File: config.mk
export PLATFORM = sky130hd
export DESIGN_NAME = l2_status_regs
export DESIGN_NICKNAME = d
export VERILOG_FILES = /design/src/rtl/l2_status_regs.sv
export SDC_FILE = /design/constraint.sdc
export NUM_CORES = 1
export LEC_CHECK = 0
export BUFFER_PORTS_ARGS = -buffer_cell sky130_fd_sc_hd__buf_2
export CAP_MARGIN = 20
export CORE_UTILIZATION = 46
export CTS_BUF_LIST = sky130_fd_sc_hd__clkbuf_8
export DETAILED_ROUTE_END_ITERATION = 8
export HOLD_SLACK_MARGIN = 0.03
export MAX_ROUTING_LAYER = met4
export PLACE_DENSITY = 0.95
export SETUP_SLACK_MARGIN = 0.3
export SLEW_MARGIN = 20
export SYNTH_ARGS = -nofsm -noshare
export SYNTH_HDL_FRONTEND = slang
export SYNTH_SLANG_ARGS = --single-unit
File: constraint.sdc
create_clock -name clk -period 4.2 [get_ports clk]
set_clock_uncertainty 0.05 [all_clocks]
set_input_delay 1.05 -clock clk [delete_from_list [all_inputs] [get_ports clk]]
set_output_delay 1.05 -clock clk [all_outputs]
set_load 0.01 [all_outputs]
File: src/rtl/l2_status_regs.sv
// l2_status_regs -- L2 controller status/bookkeeping registers.
//
// Purpose:
//   Free-MSHR counter with sticky over/underflow error, five set/clear
//   status flags, N_FWD forward-stall channels (flag, captured MSHR entry,
//   "stall ended" flag), and an optional set/way flush walker.
//
// Build option:
//   L2_FLUSH_EN  defined   -> flush walker FSM (IDLE/WALK/DONE) present.
//                undefined -> flush_set/flush_way/ongoing_flush/flush_done
//                             tied low, flush inputs ignored.
//
// Ports:
//   clk, rst                    clock, asynchronous active-low reset
//   add_mshr_entry              allocate an MSHR (count down)
//   incr_mshr_cnt, mshr_i       free MSHR entry mshr_i (count up)
//   set_<X>/clr_<X>, <X>        flag controls/outputs, X in {evict_stall,
//                               set_conflict, ongoing_fence, ongoing_drain,
//                               ongoing_atomic}
//   set_fwd_stall, clr_fwd_stall, clr_fwd_stall_ended   per-channel controls
//   fwd_stall_entry_data        per-channel entry, MSHR_BITS per channel
//   fwd_stall, fwd_stall_ended, fwd_stall_entry         per-channel state
//   mshr_cnt, mshr_full, mshr_err                       MSHR bookkeeping
//   flush_start/step/abort      flush walker controls
//   flush_set, flush_way, ongoing_flush, flush_done     flush walker state
module l2_status_regs #(
    parameter int  N_MSHR       = 8,
    parameter int  N_FWD        = 2,
    parameter int  N_SETS       = 256,
    parameter int  N_WAYS       = 8,
    localparam int MSHR_BITS    = $clog2(N_MSHR),
    localparam int MSHR_BITS_P1 = $clog2(N_MSHR + 1),
    localparam int SET_BITS     = $clog2(N_SETS),
    localparam int WAY_BITS     = $clog2(N_WAYS)
) (
    input  logic                       clk,
    input  logic                       rst,
    input  logic                       add_mshr_entry,
    input  logic                       incr_mshr_cnt,
    input  logic [MSHR_BITS-1:0]       mshr_i,
    input  logic                       set_evict_stall,
    input  logic                       clr_evict_stall,
    input  logic                       set_set_conflict,
    input  logic                       clr_set_conflict,
    input  logic                       set_ongoing_fence,
    input  logic                       clr_ongoing_fence,
    input  logic                       set_ongoing_drain,
    input  logic                       clr_ongoing_drain,
    input  logic                       set_ongoing_atomic,
    input  logic                       clr_ongoing_atomic,
    output logic                       evict_stall,
    output logic                       set_conflict,
    output logic                       ongoing_fence,
    output logic                       ongoing_drain,
    output logic                       ongoing_atomic,
    input  logic [N_FWD-1:0]           set_fwd_stall,
    input  logic [N_FWD-1:0]           clr_fwd_stall,
    input  logic [N_FWD-1:0]           clr_fwd_stall_ended,
    input  logic [N_FWD*MSHR_BITS-1:0] fwd_stall_entry_data,
    output logic [N_FWD-1:0]           fwd_stall,
    output logic [N_FWD-1:0]           fwd_stall_ended,
    output logic [N_FWD*MSHR_BITS-1:0] fwd_stall_entry,
    output logic [MSHR_BITS_P1-1:0]    mshr_cnt,
    output logic                       mshr_full,
    output logic                       mshr_err,
    input  logic                       flush_start,
    input  logic                       flush_step,
    input  logic                       flush_abort,
    output logic [SET_BITS-1:0]        flush_set,
    output logic [WAY_BITS-1:0]        flush_way,
    output logic                       ongoing_flush,
    output logic                       flush_done
);

    localparam logic [MSHR_BITS_P1-1:0] MSHR_MAX = MSHR_BITS_P1'(N_MSHR);
    localparam logic [MSHR_BITS_P1-1:0] MSHR_ONE = MSHR_BITS_P1'(1);

    // ------------------------------------------------------------------
    // MSHR free counter
    // ------------------------------------------------------------------
    logic [MSHR_BITS_P1-1:0] mshr_cnt_q, mshr_cnt_d;
    logic                    mshr_err_q, mshr_err_d;

    always_comb begin
        mshr_cnt_d = mshr_cnt_q;
        mshr_err_d = mshr_err_q;
        if (add_mshr_entry && !incr_mshr_cnt) begin
            if (mshr_cnt_q == '0) mshr_err_d = 1'b1;
            else                  mshr_cnt_d = mshr_cnt_q - MSHR_ONE;
        end else if (incr_mshr_cnt && !add_mshr_entry) begin
            if (mshr_cnt_q == MSHR_MAX) mshr_err_d = 1'b1;
            else                        mshr_cnt_d = mshr_cnt_q + MSHR_ONE;
        end
    end

    always_ff @(posedge clk or negedge rst) begin
        if (!rst) begin
            mshr_cnt_q <= MSHR_MAX;
            mshr_err_q <= 1'b0;
        end else begin
            mshr_cnt_q <= mshr_cnt_d;
            mshr_err_q <= mshr_err_d;
        end
    end

    assign mshr_cnt  = mshr_cnt_q;
    assign mshr_err  = mshr_err_q;
    assign mshr_full = (mshr_cnt_q == '0);

    // ------------------------------------------------------------------
    // Status flags (bit order: evict_stall, set_conflict, ongoing_fence,
    // ongoing_drain, ongoing_atomic); clear wins over set
    // ------------------------------------------------------------------
    logic [4:0] flag_set, flag_clr;
    logic [4:0] flag_q, flag_d;

    assign flag_set = {set_ongoing_atomic, set_ongoing_drain, set_ongoing_fence,
                       set_set_conflict, set_evict_stall};
    assign flag_clr = {clr_ongoing_atomic, clr_ongoing_drain, clr_ongoing_fence,
                       clr_set_conflict, clr_evict_stall};

    always_comb begin
        flag_d = (flag_q | flag_set) & ~flag_clr;
    end

    always_ff @(posedge clk or negedge rst) begin
        if (!rst) flag_q <= '0;
        else      flag_q <= flag_d;
    end

    assign evict_stall    = flag_q[0];
    assign set_conflict   = flag_q[1];
    assign ongoing_fence  = flag_q[2];
    assign ongoing_drain  = flag_q[3];
    assign ongoing_atomic = flag_q[4];

    // ------------------------------------------------------------------
    // Forward-stall channels
    // ------------------------------------------------------------------
    logic [N_FWD-1:0]           fwd_stall_q, fwd_stall_d;
    logic [N_FWD-1:0]           fwd_ended_q, fwd_ended_d;
    logic [N_FWD*MSHR_BITS-1:0] fwd_entry_q, fwd_entry_d;

    always_comb begin
        fwd_stall_d = fwd_stall_q;
        fwd_ended_d = fwd_ended_q;
        fwd_entry_d = fwd_entry_q;
        for (int unsigned c = 0; c < N_FWD; c++) begin
            if (clr_fwd_stall[c])      fwd_stall_d[c] = 1'b0;
            else if (set_fwd_stall[c]) fwd_stall_d[c] = 1'b1;

            // Entry capture is independent of the clear on the same channel.
            if (set_fwd_stall[c])
                fwd_entry_d[c*MSHR_BITS +: MSHR_BITS] =
                    fwd_stall_entry_data[c*MSHR_BITS +: MSHR_BITS];

            // Match uses the registered stall flag and entry, not this cycle's set.
            if (clr_fwd_stall_ended[c])
                fwd_ended_d[c] = 1'b0;
            else if (incr_mshr_cnt && fwd_stall_q[c] &&
                     (fwd_entry_q[c*MSHR_BITS +: MSHR_BITS] == mshr_i))
                fwd_ended_d[c] = 1'b1;
        end
    end

    always_ff @(posedge clk or negedge rst) begin
        if (!rst) begin
            fwd_stall_q <= '0;
            fwd_ended_q <= '0;
            fwd_entry_q <= '0;
        end else begin
            fwd_stall_q <= fwd_stall_d;
            fwd_ended_q <= fwd_ended_d;
            fwd_entry_q <= fwd_entry_d;
        end
    end

    assign fwd_stall       = fwd_stall_q;
    assign fwd_stall_ended = fwd_ended_q;
    assign fwd_stall_entry = fwd_entry_q;

    // ------------------------------------------------------------------
    // Flush walker
    // ------------------------------------------------------------------
`ifdef L2_FLUSH_EN
    typedef enum logic [1:0] {
        FL_IDLE,
        FL_WALK,
        FL_DONE
    } flush_state_e;

    localparam logic [SET_BITS-1:0] SET_LAST = SET_BITS'(N_SETS - 1);
    localparam logic [WAY_BITS-1:0] WAY_LAST = WAY_BITS'(N_WAYS - 1);
    localparam logic [SET_BITS-1:0] SET_ONE  = SET_BITS'(1);
    localparam logic [WAY_BITS-1:0] WAY_ONE  = WAY_BITS'(1);

    flush_state_e        state_q, state_d;
    logic [SET_BITS-1:0] set_q, set_d;
    logic [WAY_BITS-1:0] way_q, way_d;

    always_ff @(posedge clk or negedge rst) begin
        if (!rst) begin
            state_q <= FL_IDLE;
            set_q   <= '0;
            way_q   <= '0;
        end else begin
            state_q <= state_d;
            set_q   <= set_d;
            way_q   <= way_d;
        end
    end

    always_comb begin
        state_d       = state_q;
        set_d         = set_q;
        way_d         = way_q;
        ongoing_flush = 1'b0;
        flush_done    = 1'b0;
        case (state_q)
            FL_IDLE: begin
                if (flush_start) begin
                    state_d = FL_WALK;
                    set_d   = '0;
                    way_d   = '0;
                end
            end
            FL_WALK: begin
                ongoing_flush = 1'b1;
                if (flush_abort) begin
                    state_d = FL_IDLE;
                end else if (flush_step) begin
                    if (way_q == WAY_LAST) begin
                        way_d = '0;
                        if (set_q == SET_LAST) begin
                            set_d   = '0;
                            state_d = FL_DONE;
                        end else begin
                            set_d = set_q + SET_ONE;
                        end
                    end else begin
                        way_d = way_q + WAY_ONE;
                    end
                end
            end
            FL_DONE: begin
                flush_done = 1'b1;
                state_d    = FL_IDLE;
            end
            default: state_d = FL_IDLE;
        endcase
    end

    assign flush_set = set_q;
    assign flush_way = way_q;
`else
    logic unused_flush;
    assign unused_flush  = flush_start ^ flush_step ^ flush_abort;
    assign flush_set     = '0;
    assign flush_way     = '0;
    assign ongoing_flush = 1'b0;
    assign flush_done    = 1'b0;
`endif

endmodule

==> run summary <==
crit start category: flip-flop
layout cell share with drive strength beyond 1: 0.415
RR Endpoint: mshr_cnt[2]$_DFFE_PN0P_
RSZ-0062 raised after global routing: false
root buffer cell: clkbuf_8
max_cap viols: 0
setup violators final: 0
minimum hold slack: 0.432 ns
Synth top area share: 0.462
mean routed wirelength per cell: 12.3 microns
Core ar.: 2020 sq um
worst vdd ir: 0.330 mV
Slew Viols, Final: 0
number of diodes: 0
Placement Cell Area: 1240 sq um
Vias: 822
# IOs: 66
final setup TNS: 0 ns
fin crit share: 0.547
largest net degree at the start of global routing: 21
Max Clk Rate: 435 MHz
Remaining DRCs: 0
gpl congestion: 0.849
critical path required time: 3.10 ns
die width: 49.3 microns
DP Wirelength: 1700 microns
Overall Global Routing Usage: 0.196
first-pass GRT wire length: 3540 microns
status: complete, no violations
worst reg2reg path depth: 6
combinational power share: 0.283
Clock Latency Late Sink: 0.26 ns
CP max FO: 9
number of flops mapped to enable cells by yosys: 0
Pint: 0.451 mW
NetSw: 0.209 mW
Power, Total: 0.660 mW
clock-pin slew on the worst setup and hold paths: 0.08 ns
vias in the first global route: 839
H-Tree Depth: 1
syn avg cell area: 10.6 sq um
design area: 1310 sq um
initial antenna violation count: 0
Routed Antenna Nets: 0
PortBufs: 49
Syn. warnings: 0
commonest non-fill, non-tap cells in the layout: buf_2, nor2_1, dfrtp_1, conb_1, xor2_1
DRT Pass-1 Iters: 4
Total Wirelength: 2140 microns
hold path depth: 1
# nets final: 183
register share of total power: 0.428
critical path class: flip-flop to output port
Static Leak: 0.697 nW
R2R Setup Slk: 2.64 ns
largest area contributor in the netlist: dfrtp_1
post-CTS setup buffer count: 0
Chip Height: 49.3 microns
clock sink total: 20
Sw Share: 0.317
Power Density: 505 nW/um^2
Hold Crit Endpoint: mshr_err$_DFFE_PN0P_
reg2reg start: mshr_cnt[1]$_DFFE_PN0P_
CTS tree: built
GRT overflow: 0
sequential fraction of the synthesis area: 0.488
Primary FF master, synth: dfrtp_1
die area: 2430 sq um
minimum clock period after layout: 2.30 ns
Min-Delay Path Class: flip-flop to flip-flop
count of cell types in the netlist: 25
row count: 16
Post-CTS Resized: 0
Hold Fails Final Rpt: 0
Synth async-reset ratio: 1.00
Syn Inst Count: 97
1st-iter DRT viols: 6
CP Data Arrival Time: 1.20 ns
Cell Area, Synth: 1030 sq um
Hold-fix buffers, CTS: 0
DR vias/cell: 4.72
commonest non-fill, non-tap cell in the layout: buf_2
Clk pwr share: 0.289
HP Start: mshr_err$_DFFE_PN0P_
clock tree buffer depth: 2
Seq cells post-synth: 20
Crit. End Element: output port
Area growth, synth to finish: 27.1%
Initial Util: 0.509
top cells by area, synth: dfrtp_1, buf_4, nor2_1
total CTS buffers: 3
[flip-flops by register name (all words and copies together), names as in the netlist]
register         flops
mshr_cnt             4
mshr_err             1
flag_q               5
fwd_stall            2
fwd_stall_ended      2
fwd_stall_entry      6
[power groups by stage]
stage                     Clock, mW  Combinational, mW  Sequential, mW
after floorplan                   0              0.123           0.289
after global placement            0              0.177           0.282
after detailed placement          0              0.187           0.286
after CTS                     0.194              0.188           0.283
after global routing          0.198              0.208           0.291
final                         0.191              0.187           0.282
[cell usage after synthesis, types with 2 or more instances]
cell	count
a21oi_1	4
a41oi_1	2
buf_4	14
dfrtp_1	19
ha_1	3
inv_1	2
mux2_2	6
nand2_1	3
nor2_1	19
xnor2_1	3
xor2_1	8
[worst max-delay path by stage]
stage,end,depth (start not counted),start
3_5_place_dp,mshr_cnt[2]$_DFFE_PN0P_,9,incr_mshr_cnt
6_report,mshr_full,2,mshr_cnt[1]$_DFFE_PN0P_
3_3_place_gp,mshr_cnt[2]$_DFFE_PN0P_,9,incr_mshr_cnt
4_1_cts,mshr_full,2,mshr_cnt[1]$_DFFE_PN0P_
2_1_floorplan,mshr_cnt[2]$_DFFE_PN0P_,9,incr_mshr_cnt
5_1_grt,mshr_cnt[2]$_DFFE_PN0P_,9,incr_mshr_cnt
[critical path, stage by stage (launching register included)]
cell	delay, ns
dfrtp_1	0.48
nor4_1	0.29
buf_2	0.17
[logic make-up after synthesis]
group / share of synthesized area
AO/OA/AOI/OAI: 0.0608
XOR/XNOR: 0.0937
adder cells (fa/ha/maj): 0.0365
buffers and inverters: 0.120
flip-flops: 0.488
multiplexers: 0.0766
other: 0.00365
AND/OR/NAND/NOR: 0.120
[layout make-up]
class | instances | area [sq um]
Clock inverter | 1 | 30.0
Multi-Input combinational cell | 72 | 448
Tap cell | 27 | 33.8
Fill cell | 171 | 714
Inverter | 2 | 7.51
Sequential cell | 20 | 502
Timing Repair Buffer | 49 | 245
Clock buffer | 3 | 41.3
[metrics by stage]
step | utilization | setup slack (ns) | cells
after floorplan | - | 1.88 | 109
after global placement | 0.611 | 1.73 | 170
after detailed placement | 0.611 | 1.66 | 170
after CTS | 0.647 | 1.90 | 174
after global routing | 0.647 | 1.83 | 174
final | 0.647 | 1.90 | 174
[layer usage]
metal | global-route usage | up-vias | wire length (microns)
met5 | - | - | 0
met1 | 0.223 | 386 | 828
met3 | 0.0218 | 2 | 126
li1 | - | 395 | -
met4 | 0.0588 | 0 | 10
met2 | 0.356 | 39 | 1180
Power figures use the tool's default switching activity.
